File: src/rtl/dll_dlcmsm_fc.sv
// dll_dlcmsm_fc: data link control state machine with flow-control initialisation.
// Walks INACTIVE -> INIT1 -> INIT2 -> ACTIVE. It requests InitFC1/InitFC2 DLLPs
// round-robin (P, NP, CPL), captures the partner's credit limits, and raises
// dl_up_o once flow-control init completes. Later UpdateFC DLLPs refresh the limits.
module dll_dlcmsm_fc #(
  parameter int HDR_FC_W   = 8,
  parameter int DATA_FC_W  = 12,
  parameter int ADV_HDR    = 32,
  parameter int ADV_DATA   = 256,
  parameter int RESEND_CYC = 34
) (
  input  logic                   clk,
  input  logic                   rst,
  input  logic                   link_up_i,
  input  logic                   dllp_rx_valid_i,
  input  logic [7:0]             dllp_rx_type_i,
  input  logic [HDR_FC_W-1:0]    dllp_rx_hdr_fc_i,
  input  logic [DATA_FC_W-1:0]   dllp_rx_data_fc_i,
  output logic                   dllp_tx_valid_o,
  input  logic                   dllp_tx_ready_i,
  output logic [7:0]             dllp_tx_type_o,
  output logic [HDR_FC_W-1:0]    dllp_tx_hdr_fc_o,
  output logic [DATA_FC_W-1:0]   dllp_tx_data_fc_o,
  output logic [1:0]             state_o,
  output logic                   dl_up_o,
  output logic [3*HDR_FC_W-1:0]  fc_hdr_lim_o,
  output logic [3*DATA_FC_W-1:0] fc_data_lim_o
);

  localparam int TMR_W = $clog2(RESEND_CYC + 1);

  typedef enum logic [1:0] {
    ST_INACTIVE = 2'b00,
    ST_INIT1    = 2'b01,
    ST_INIT2    = 2'b10,
    ST_ACTIVE   = 2'b11
  } state_t;

  state_t           state, state_nxt;
  logic [2:0]       fi1;
  logic             fi2;
  logic             cpl_sent;
  logic [1:0]       tx_idx;
  logic [TMR_W-1:0] timer;
  logic             rx_fc1, rx_fc2, rx_upd;
  logic [1:0]       rx_sel;
  logic [2:0]       fi1_hit;
  logic             tx_accept;
  logic [1:0]       cls_entry, cls_cur;

  // Bits 5:4 of every recognised type select P/NP/CPL; the VC nibble is ignored.
  assign rx_sel    = dllp_rx_type_i[5:4];
  assign tx_accept = dllp_tx_valid_o && dllp_tx_ready_i;
  assign fi1_hit   = (state == ST_INIT1 && (rx_fc1 || rx_fc2)) ? (3'b001 << rx_sel) : 3'b000;
  assign cls_entry = (state_nxt == ST_INIT2) ? 2'b11 : 2'b01;
  assign cls_cur   = (state == ST_INIT2) ? 2'b11 : 2'b01;
  assign state_o   = state;
  assign dl_up_o   = (state == ST_ACTIVE);

  // Classify the received DLLP; a DLLP arriving while the link drops is discarded.
  always_comb begin
    rx_fc1 = 1'b0;
    rx_fc2 = 1'b0;
    rx_upd = 1'b0;
    if (dllp_rx_valid_i && link_up_i) begin
      casez (dllp_rx_type_i)
        8'b0100_????, 8'b0101_????, 8'b0110_????: rx_fc1 = 1'b1;
        8'b1100_????, 8'b1101_????, 8'b1110_????: rx_fc2 = 1'b1;
        8'b1000_????, 8'b1001_????, 8'b1010_????: rx_upd = 1'b1;
        default: ;
      endcase
    end
  end

  // Next-state logic; INIT1 exits once all FI1 flags are set and a CPL request has gone out.
  always_comb begin
    state_nxt = state;
    if (!link_up_i) begin
      state_nxt = ST_INACTIVE;
    end else begin
      case (state)
        ST_INACTIVE: state_nxt = ST_INIT1;
        ST_INIT1: begin
          if (((fi1 | fi1_hit) == 3'b111) &&
              (cpl_sent || (tx_accept && tx_idx == 2'd2)))
            state_nxt = ST_INIT2;
        end
        ST_INIT2: begin
          if (fi2 || rx_fc2 || rx_upd)
            state_nxt = ST_ACTIVE;
        end
        ST_ACTIVE: state_nxt = ST_ACTIVE;
        default:   state_nxt = ST_INACTIVE;
      endcase
    end
  end

  // State register.
  always_ff @(posedge clk or posedge rst) begin
    if (rst) state <= ST_INACTIVE;
    else     state <= state_nxt;
  end

  // Flags, credit limits, and the InitFC request generator with its resend timer.
  always_ff @(posedge clk or posedge rst) begin
    if (rst) begin
      fi1               <= '0;
      fi2               <= 1'b0;
      cpl_sent          <= 1'b0;
      tx_idx            <= '0;
      timer             <= '0;
      dllp_tx_valid_o   <= 1'b0;
      dllp_tx_type_o    <= '0;
      dllp_tx_hdr_fc_o  <= '0;
      dllp_tx_data_fc_o <= '0;
      fc_hdr_lim_o      <= '0;
      fc_data_lim_o     <= '0;
    end else if (state_nxt == ST_INACTIVE) begin
      fi1               <= '0;
      fi2               <= 1'b0;
      cpl_sent          <= 1'b0;
      tx_idx            <= '0;
      timer             <= '0;
      dllp_tx_valid_o   <= 1'b0;
      dllp_tx_type_o    <= '0;
      dllp_tx_hdr_fc_o  <= '0;
      dllp_tx_data_fc_o <= '0;
      fc_hdr_lim_o      <= '0;
      fc_data_lim_o     <= '0;
    end else begin
      if (state == ST_INIT1 && (rx_fc1 || rx_fc2)) begin
        fi1 <= fi1 | fi1_hit;
        fc_hdr_lim_o[rx_sel*HDR_FC_W +: HDR_FC_W]    <= dllp_rx_hdr_fc_i;
        fc_data_lim_o[rx_sel*DATA_FC_W +: DATA_FC_W] <= dllp_rx_data_fc_i;
      end
      if (state == ST_ACTIVE && rx_upd) begin
        fc_hdr_lim_o[rx_sel*HDR_FC_W +: HDR_FC_W]    <= dllp_rx_hdr_fc_i;
        fc_data_lim_o[rx_sel*DATA_FC_W +: DATA_FC_W] <= dllp_rx_data_fc_i;
      end
      if (state == ST_INIT2 && (rx_fc2 || rx_upd))
        fi2 <= 1'b1;

      if (state_nxt != state && state_nxt != ST_ACTIVE) begin
        dllp_tx_valid_o   <= 1'b1;
        dllp_tx_type_o    <= {cls_entry, 2'b00, 4'h0};
        dllp_tx_hdr_fc_o  <= HDR_FC_W'(ADV_HDR);
        dllp_tx_data_fc_o <= DATA_FC_W'(ADV_DATA);
        tx_idx            <= '0;
        timer             <= '0;
      end else if (state_nxt == ST_ACTIVE) begin
        dllp_tx_valid_o <= 1'b0;
        timer           <= '0;
      end else if (tx_accept) begin
        dllp_tx_valid_o <= 1'b0;
        timer           <= TMR_W'(RESEND_CYC - 1);
        tx_idx          <= (tx_idx == 2'd2) ? 2'd0 : tx_idx + 2'd1;
        if (tx_idx == 2'd2)
          cpl_sent <= 1'b1;
      end else if (!dllp_tx_valid_o && timer == TMR_W'(1)) begin
        dllp_tx_valid_o <= 1'b1;
        dllp_tx_type_o  <= {cls_cur, tx_idx, 4'h0};
        timer           <= '0;
      end else if (timer != '0) begin
        timer <= timer - TMR_W'(1);
      end
    end
  end

endmodule

File: config.mk
export PLATFORM = sky130hd
export DESIGN_NAME = dll_dlcmsm_fc
export DESIGN_NICKNAME = d
export VERILOG_FILES = /design/src/rtl/dll_dlcmsm_fc.sv
export SDC_FILE = /design/constraint.sdc
export NUM_CORES = 1
export LEC_CHECK = 0
export CAP_MARGIN = 20
export CORE_MARGIN = 2
export CORE_UTILIZATION = 51
export DETAILED_ROUTE_END_ITERATION = 10
export PLACE_DENSITY = 0.86
export SYNTH_ARGS = -nofsm -noshare
export SYNTH_HDL_FRONTEND = slang
export SYNTH_SLANG_ARGS = --single-unit
File: constraint.sdc
create_clock -name clk -period 4.55 [get_ports clk]
set_input_delay 0.6825 -clock clk [delete_from_list [all_inputs] [get_ports clk]]
set_output_delay 0.6825 -clock clk [all_outputs]
set_load 0.05 [all_outputs]
==> results.json, run 1 <==
{
  "netSwitchingPower_w": 0.000541,
  "combPwrFrac_pct": 21.9,
  "post_cts_buffers": 0,
  "met2_usage_pct": 41.1,
  "drtIter0Drc": 228,
  "setup_tns_ns": 0,
  "antenna_found_initial": 0,
  "wirelength_mm": 10.9,
  "async_reset_ff_share_pct": 100,
  "finalNonFillerCells": 641,
  "timing.fmax_ghz": 0.298,
  "grt_pass1_wl_mm": 16.8,
  "synth_edf_count": 0,
  "multiInputGateArea_um2": 1860,
  "grt_pass1_vias": 3516,
  "worstSetupStartpoint": "dllp_rx_type_i[4]",
  "finalMaxSlewViolations": 0,
  "grt_max_degree": 82,
  "wl_per_cell_um": 16.9,
  "final_cell_mix": "98 x clkdlybuf4s50_1, 81 x dfrtp_1, 56 x nand2_1, 54 x a21oi_1, 51 x nand3_1",
  "ant_nets": 0,
  "die_x_um": 93.8,
  "grt-ovfl-total": 0,
  "fillCellCount": 582,
  "synth_mux_area_share_pct": 1.37,
  "cap_viol_max_count": 0,
  "die_h_um": 93.8,
  "synth_cell_types": 51,
  "finalSetupViolations": 0,
  "ir_drop_mv": 0.213,
  "synth_area_leader_cell": "dfrtp_1",
  "place_ws_ns": 0.823,
  "busiest_layer": "met2",
  "synth_top_area_share_pct": 49.3,
  "cts_resized": 0,
  "synth-adder-area-share_pct": 2.13,
  "worst_slew_margin_rel_pct": 36.7,
  "seqCellArea_um2": 2030,
  "use_met1_pct": 31.4,
  "synth.area.top_cells": "dfrtp_1 49%, a21oi_1 6.6%, nand3_1 6.2%",
  "drc": 0,
  "synth_top_family_by_area": "simple AND/OR/NAND/NOR gates",
  "dp.cells": 623,
  "critPathRequiredTime_ns": 4.82,
  "hold_buffers": 0,
  "clk_latency_ns": 0.36,
  "min_period_over_period_pct": 73.8,
  "rr_worst_depth": 5,
  "p_leak_nw": 2.21,
  "path_max_fanout": 14,
  "clk_pin_slew_ns": 0.09,
  "via_count": 3725,
  "finalNetCount": 574,
  "status": "finished, final reports clean",
  "cts_inserted_buffers": 9,
  "yosys.area_share.simple_pct": 20.3,
  "cts_tree": "yes",
  "p_int_w": 0.00120,
  "diodes": 0,
  "gp_congestion": 0.895,
  "yosysWarnings": 0,
  "clock-skew-final_ns": 0.00702,
  "synth_cells": 445,
  "ys_ff_latch": 81,
  "dr.pass1.iters": 7,
  "dp.final_hpwl_mm": 7.50,
  "cp-end-kind": "flip-flop",
  "regToRegStartpoint": "state_o[1]$_DFF_PP0_",
  "synthFlopType": "dfrtp_1",
  "syn_area_um2": 4110,
  "initial_core_util_pct": 52.9,
  "rows": 32,
  "areaGrowthSynthToFinish_pct": 30.3,
  "rrSetupSlack_ns": 2.05,
  "synth-compound-area-share_pct": 18.6,
  "hold_viol": 0,
  "h-tree-depth": 3,
  "root_buffer": "clkbuf_8",
  "ys_seq_area_share_pct": 49.3,
  "worst_setup_path_start_kind": "input pin",
  "crit_type": "in -> reg",
  "fin_crit_ns": 3.36,
  "coreArea_um2": 7770,
  "grtUsageTotal_pct": 24.4,
  "io_pins": 125,
  "rsz0062_at_grt": "no",
  "power_frac_seq_pct": 44.2,
  "grt_util_met3_pct": 3.21,
  "drive_gt1_share_pct": 7.42,
  "tightest_slew_ns": 0.942,
  "synth_area_per_cell_um2": 9.24,
  "final_common_cell": "clkdlybuf4s50_1",
  "clock_path_buffers": 2,
  "worstPathArrival_ns": 3.62,
  "holdCritPathClass": "reg -> reg",
  "synthXorXnorAreaFrac_pct": 0.639,
  "vias_per_cell": 5.81,
  "endpoint": "timer[3]$_DFFE_PP0P_",
  "setup_ws_ns": 1.19,
  "io_buffers": 98,
  "clock-sinks": 81,
  "swShare_pct": 31.1,
  "r2r-end": "fc_data_lim_o[5]$_DFF_PP0_",
  "cellPowerDensity_nw_per_um2": 325,
  "p_clk_share_pct": 34.0,
  "die-area_um2": 8800
}
-- state kept, by name, indices dropped and copies added, names as in the netlist, 2 cells and up --
register / cells
state_o: 2
timer: 6
fc_data_lim_o: 36
tx_idx: 2
dllp_tx_type_o: 4
fi1: 3
fc_hdr_lim_o: 24
-- cells in the mapped netlist, types with 4 or more instances --
master	instances
mux2_2	4
nand2_1	56
nor3b_1	4
buf_4	24
nand3_1	51
o2bb2ai_1	4
dfrtp_1	81
a22oi_1	20
inv_1	9
clkbuf_1	24
nor2_1	33
o21a_1	5
a21oi_1	54
ha_1	7
nor3_1	9
and2_1	4
-- critical path: stages --
cell and delay (ns):
clkdlybuf4s50_1 0.72, inv_1 0.31, ha_1 0.38, o311a_1 0.41
a211oi_2 0.37, and2_1 0.25, o21ai_1 0.18, nor4_1 0.31
-- worst min path at each step --
stage	from	end	slack [ns]	cells after the start
5_1_grt	dllp_tx_type_o[4]$_DFFE_PP0P_	dllp_tx_type_o[4]$_DFFE_PP0P_	0.53	1
2_1_floorplan	fi1[1]$_DFFE_PP0P_	fi1[1]$_DFFE_PP0P_	0.49	2
3_5_place_dp	dllp_tx_type_o[4]$_DFFE_PP0P_	dllp_tx_type_o[4]$_DFFE_PP0P_	0.49	1
6_report	dllp_tx_type_o[4]$_DFFE_PP0P_	dllp_tx_type_o[4]$_DFFE_PP0P_	0.51	1
4_1_cts	dllp_tx_type_o[4]$_DFFE_PP0P_	dllp_tx_type_o[4]$_DFFE_PP0P_	0.51	1
3_3_place_gp	dllp_tx_type_o[4]$_DFFE_PP0P_	dllp_tx_type_o[4]$_DFFE_PP0P_	0.49	1
-- cell families after synthesis --
kind of cell,after synthesis
AO/OA/AOI/OAI,112
XOR/XNOR,3
adder cells (fa/ha/maj),7
buffers and inverters,60
flip-flops,81
multiplexers,5
other,1
AND/OR/NAND/NOR,176
-- stage by stage --
step	area [um2]	hold WS, ns	power, W	utilization, %
final	5360	0.508	0.00174	69.0
after global routing	5360	0.532	0.00180	69.0
after CTS	5310	0.511	0.00174	68.4
after detailed placement	5080	0.492	0.00115	65.4
after global placement	5080	0.492	0.00113	65.4
after floorplan	4190	0.485	0.00107	-
-- routing by layer --
metal | wire (um) | vias to the layer above
li1 | - | 1711
met1 | 4320 | 1800
met2 | 5500 | 187
met3 | 742 | 27
met4 | 291 | 0
met5 | 0 | -
-- final cells by class --
class | instances | share of cell area (%)
clock buffers | 10 | 2.57
clock inverters | 6 | 1.70
well taps | 102 | 2.38
inverters | 10 | 0.700
flip-flops and latches | 81 | 37.8
repair buffers | 107 | 20.2
multi-input cells | 325 | 34.6
-- power by group through the flow --
stage / registers, W / logic, W / clock network [W]
6_report: 0.000769 / 0.000381 / 0.000591
3_5_place_dp: 0.000781 / 0.000367 / 0
5_1_grt: 0.000773 / 0.000406 / 0.000626
3_3_place_gp: 0.000779 / 0.000351 / 0
4_1_cts: 0.000767 / 0.000370 / 0.000600
2_1_floorplan: 0.000788 / 0.000281 / 0
Note: power is estimated with default switching activity, not from simulation.
==> run 2, diff against run 1 <==
CORE_UTILIZATION = 43   (was 51)
PLACE_DENSITY = 0.77   (was 0.86)
clock period = 2.99 ns   (was 4.55 ns; I/O delays follow)
==> results.json, run 2 (same netlist as run 1, synthesis figures left out) <==
{
  "ir_drop_mv": 0.241,
  "cellPowerDensity_nw_per_um2": 471,
  "wl_per_cell_um": 16.0,
  "initial_core_util_pct": 44.5,
  "dp.final_hpwl_mm": 8.10,
  "worstSetupStartpoint": "state_o[1]$_DFF_PP0_",
  "io_buffers": 98,
  "drc": 0,
  "cpPeakStageDelay_ns": 0.81,
  "cap_viol_max_count": 0,
  "hold_buffers": 0,
  "clock-sinks": 81,
  "netSwitchingPower_w": 0.000803,
  "cp-end-kind": "output pin",
  "die_h_um": 102,
  "finalSetupViolations": 0,
  "drtIter0Drc": 170,
  "cts_resized": 0,
  "grt-ovfl-total": 0,
  "finalMaxSlewViolations": 0,
  "worst_setup_path_start_kind": "flip-flop",
  "areaGrowthSynthToFinish_pct": 31.3,
  "worstHoldStart": "dllp_tx_type_o[5]$_DFFE_PP0P_",
  "clock-skew-final_ns": 0.00993,
  "setup_tns_ns": 0,
  "ant_nets": 0,
  "rows": 35,
  "post_cts_buffers": 0,
  "crit_type": "reg -> out",
  "worst_slew_margin_rel_pct": 60.5,
  "grtUsageTotal_pct": 21.6,
  "clk_latency_ns": 0.36,
  "timing.fmax_ghz": 0.401,
  "grt_pass1_wl_mm": 17.6,
  "top_register": "fc_data_lim_o",
  "worstPathArrival_ns": 2.04,
  "root_buffer": "clkbuf_8",
  "die_x_um": 102,
  "h-tree-depth": 3,
  "seqCellArea_um2": 2030,
  "swShare_pct": 31.6,
  "clk_pin_slew_ns": 0.08,
  "cp_top_family": "buffers and inverters",
  "finalNetCount": 584,
  "dr.pass1.iters": 5,
  "via_count": 3684,
  "fin_crit_ns": 2.49,
  "crit_slowest_cell": "clkdlybuf4s50_1",
  "diodes": 0,
  "min_period_over_period_pct": 83.3,
  "multiInputGateArea_um2": 1860,
  "regToRegStartpoint": "state_o[0]$_DFF_PP0_",
  "clock_path_buffers": 2,
  "path_max_fanout": 12,
  "drive_gt1_share_pct": 8.76,
  "path_cells": "inv_1 -> nor2_1 -> clkdlybuf4s50_1",
  "io_pins": 125,
  "top_regs": "fc_data_lim_o: 36 flops, fc_hdr_lim_o: 24 flops, timer: 6 flops",
  "final_common_cell": "clkdlybuf4s50_1",
  "die-area_um2": 10400,
  "gp_congestion": 0.898,
  "antenna_found_initial": 0,
  "p_int_w": 0.00174,
  "rsz0062_at_grt": "no",
  "vias_per_cell": 5.44,
  "final_cell_mix": "98 x clkdlybuf4s50_1, 81 x dfrtp_1, 56 x nand2_1, 54 x a21oi_1, 51 x nand3_1",
  "fillCellCount": 797,
  "power_frac_seq_pct": 45.9,
  "utilization_pct": 58.5,
  "tightest_slew_ns": 0.587,
  "largest_register_ffs": 36,
  "grt_max_degree": 43,
  "p_clk_share_pct": 31.4,
  "path_buf_inv": 2,
  "p_leak_nw": 2.22,
  "combPwrFrac_pct": 22.6,
  "critPathRequiredTime_ns": 2.54,
  "grt_pass1_vias": 3614,
  "holdCritPathClass": "reg -> reg",
  "coreArea_um2": 9240,
  "cts_inserted_buffers": 9,
  "status": "finished, final reports clean",
  "hold_viol": 0,
  "cts_tree": "yes",
  "wirelength_mm": 10.8
}
[run 2: path summary, 6_finish.rpt]
| kind | depth (start not counted) | to | slack (ns) |
|---|---|---|---|
| max in group asynchronous | 3 | fi1[0]$_DFFE_PP0P_ | 2.07 |
| worst max-delay path | 3 | dl_up_o | 0.50 |
| worst min register to register | 1 | dllp_tx_type_o[5]$_DFFE_PP0P_ | 0.50 |
| worst max register to register | 5 | dllp_tx_type_o[7]$_DFFE_PP0P_ | 0.74 |
| worst min-delay path | 1 | dllp_tx_type_o[5]$_DFFE_PP0P_ | 0.50 |
| min in group asynchronous | 3 | fc_hdr_lim_o[5]$_DFF_PP0_ | 0.52 |
[run 2: routing by layer]
layer | global-route usage [%] | routed length [um] | vias up
met3 | 4.83 | 650 | 16
met5 | 0 | 0 | -
met1 | 28.6 | 4550 | 1785
met4 | 7.38 | 163 | 0
met2 | 35.1 | 5480 | 150
li1 | - | - | 1733
[run 2: worst reg2reg max path: cells and delay by family, from the launching register on]
kind,cells,cell delay (ns)
flops,1,0.50
compound gates,2,0.36
mux,1,0.36
simple gates,2,0.92
[run 2: area by class of cell]
cell class                      count  share of cell area [%]
Clock inverter                      4                   0.996
Inverter                           10                   0.695
Multi-Input combinational cell    325                    34.4
Sequential cell                    81                    37.5
Clock buffer                       11                    2.62
Timing Repair Buffer              117                    20.8
Tap cell                          129                    2.99
[run 2: through the flow]
stage	hold WS (ns)	power [W]	instances	instance area, um2	setup slack (ns)
after global routing	0.526	0.00269	677	5400	0.341
after detailed placement	0.486	0.00176	662	5210	0.150
final	0.500	0.00254	677	5400	0.499
after global placement	0.493	0.00174	662	5210	0.211
after floorplan	0.485	0.00163	466	4190	0.461
after CTS	0.504	0.00256	677	5400	0.500
[run 2: power groups by stage]
stage               logic [W]  registers [W]  clock network (W)
finish               0.000575        0.00117           0.000800
global route         0.000640        0.00117           0.000879
detailed placement   0.000567        0.00119                  0
global placement     0.000552        0.00119                  0
floorplan            0.000427        0.00120                  0
CTS                  0.000572        0.00117           0.000818
==> run 3, diff against run 2 <==
clock period = 2.1 ns   (was 2.99 ns; I/O delays follow)
==> results.json, run 3 (same netlist as run 1, synthesis figures left out) <==
{
  "die_x_um": 102,
  "cellPowerDensity_nw_per_um2": 638,
  "combPwrFrac_pct": 23.7,
  "clk_latency_ns": 0.36,
  "worst_setup_path_start_kind": "input pin",
  "wl_per_cell_um": 15.6,
  "grt_max_degree": 82,
  "path_max_fanout": 4,
  "top_register": "fc_data_lim_o",
  "ir_drop_mv": 0.475,
  "gp_congestion": 0.876,
  "path_cells": "clkdlybuf4s50_1 -> nor2b_2 -> a31oi_2 -> o41a_1 -> o21a_1 -> a32o_1",
  "post_cts_buffers": 0,
  "place_ws_ns": -0.456,
  "p_clk_share_pct": 31.0,
  "final_cell_mix": "95 x clkdlybuf4s50_1, 79 x dfrtp_1, 56 x nand2_1, 54 x a21oi_1, 51 x nand3_1",
  "stdcell_area_um2": 5770,
  "diodes": 0,
  "clock-sinks": 81,
  "grtUsageTotal_pct": 22.2,
  "final_common_cell": "clkdlybuf4s50_1",
  "cap_viol_max_count": 0,
  "power_frac_seq_pct": 45.3,
  "crit_type": "in -> reg",
  "holdCritPathClass": "in -> async",
  "cts_inserted_buffers": 9,
  "cpPeakStageDelay_ns": 0.50,
  "dr.pass1.iters": 5,
  "netSwitchingPower_w": 0.00118,
  "die-area_um2": 10400,
  "timing.fmax_ghz": 0.490,
  "fin_crit_ns": 2.04,
  "clock_path_buffers": 2,
  "status": "finished, final reports clean",
  "ant_nets": 0,
  "tightest_slew_ns": 0.519,
  "rsz0062_at_grt": "yes",
  "finalNonFillerCells": 712,
  "grt-ovfl-total": 0,
  "cp-end-kind": "flip-flop",
  "areaGrowthSynthToFinish_pct": 40.2,
  "cts_tree": "yes",
  "seqCellArea_um2": 2030,
  "critPathRequiredTime_ns": 2.35,
  "top_regs": "fc_data_lim_o: 36 flops, fc_hdr_lim_o: 24 flops, timer: 6 flops",
  "finalMaxSlewViolations": 0,
  "worst_slew_margin_rel_pct": 65.3,
  "min_period_over_period_pct": 97.3,
  "clk_pin_slew_ns": 0.09,
  "wirelength_mm": 11.1,
  "multiInputGateArea_um2": 1910,
  "drtIter0Drc": 289,
  "die_h_um": 102,
  "initial_core_util_pct": 44.5,
  "finalNetCount": 618,
  "dp.final_hpwl_mm": 8.30,
  "grt_pass1_wl_mm": 18.1,
  "fillCellCount": 759,
  "swShare_pct": 32.1,
  "place_area_um2": 5530,
  "grt_pass1_vias": 3723,
  "worstPathArrival_ns": 2.29,
  "hold_viol": 0,
  "via_count": 3832,
  "rows": 35,
  "setup_ws_ns": 0.0571,
  "coreArea_um2": 9240,
  "p_leak_nw": 2.42,
  "largest_register_ffs": 36,
  "h-tree-depth": 3,
  "vias_per_cell": 5.38,
  "drc": 0,
  "drive_gt1_share_pct": 16.3,
  "p_int_w": 0.00250,
  "io_pins": 125,
  "crit_slowest_cell": "o41a_1",
  "hold_slack_ns": 0.372,
  "clock-skew-final_ns": 0.0110,
  "antenna_found_initial": 0,
  "finalSetupViolations": 0,
  "root_buffer": "clkbuf_8",
  "finalPower_w": 0.00368,
  "dp.cells": 696,
  "io_buffers": 98
}
run 3: cell types whose count changed in the layout (fill, tap and decap cells not counted), moves of 2 or more:
cell / before / now
clkdlybuf4s50_1: 98 / 95
dfrtp_2: 0 / 2
dfrtp_1: 81 / 79
buf_12: 0 / 4
ha_1: 7 / 5
buf_4: 19 / 50
ha_2: 0 / 2
run 3: stage by stage:
step | TNS [ns] | util, %
2_1_floorplan | -0.0120 | -
3_3_place_gp | -16.29 | 59.8
3_5_place_dp | -19.70 | 59.8
4_1_cts | 0 | 62.0
6_report | 0 | 62.4
5_1_grt | -0.00787 | 62.4
run 3: area by class of cell:
type                       count  share of cell area (%)
sequential                    81                    35.2
timing repair buffer         151                    24.8
multi-input combinational    325                    33.2
inverter                      10                   0.716
clock inverter                 6                    1.17
clock buffer                  10                    2.21
tap                          129                    2.80
run 3: final timing paths:
check	endpoint	startpoint	cells after the start	slack [ns]
hold reg to reg	dllp_tx_type_o[5]$_DFFE_PP0P_	dllp_tx_type_o[5]$_DFFE_PP0P_	1	0.52
max in group asynchronous	state_o[1]$_DFF_PP0_	rst	3	1.32
setup / recovery	dllp_tx_type_o[4]$_DFFE_PP0P_	dllp_rx_type_i[6]	6	0.06
setup reg to reg	dllp_tx_type_o[7]$_DFFE_PP0P_	state_o[0]$_DFF_PP0_	5	0.09
min in group clk	dllp_tx_type_o[5]$_DFFE_PP0P_	dllp_tx_type_o[5]$_DFFE_PP0P_	1	0.52
hold / removal	fc_hdr_lim_o[2]$_DFF_PP0_	rst	3	0.37
run 3: what timing repair did:
action / in CTS / in global routing
endpoints found under the setup margin: 12 / 15
gates resized for setup: 3 / 8
hold buffers: 0 / 0
pin swaps: 3 / 1
run 3: layer usage:
| layer | part of all wire [%] | up-vias | global-route usage (%) |
|---|---|---|---|
| met5 | 0 | - | 0 |
| met4 | 1.5 | 0 | 7.48 |
| met3 | 6.5 | 20 | 4.69 |
| met2 | 50 | 152 | 36.2 |
| met1 | 42 | 1858 | 29.4 |
| li1 | - | 1802 | - |
run 3: worst max-delay path: cells and delay by family:
| kind | cells | cell delay [ns] |
|---|---|---|
| buffers and inverters | 1 | 0.47 |
| AND/OR/NAND/NOR | 1 | 0.33 |
| AO/OA/AOI/OAI | 4 | 1.18 |
run 3: power by group through the flow:
stage                     sequential, W  clock (W)  combinational, W
after global placement          0.00169          0          0.000834
after global routing            0.00167    0.00125          0.000957
after CTS                       0.00166    0.00116          0.000861
after detailed placement        0.00169          0          0.000853
after floorplan                 0.00171          0          0.000611
final                           0.00167    0.00114          0.000871
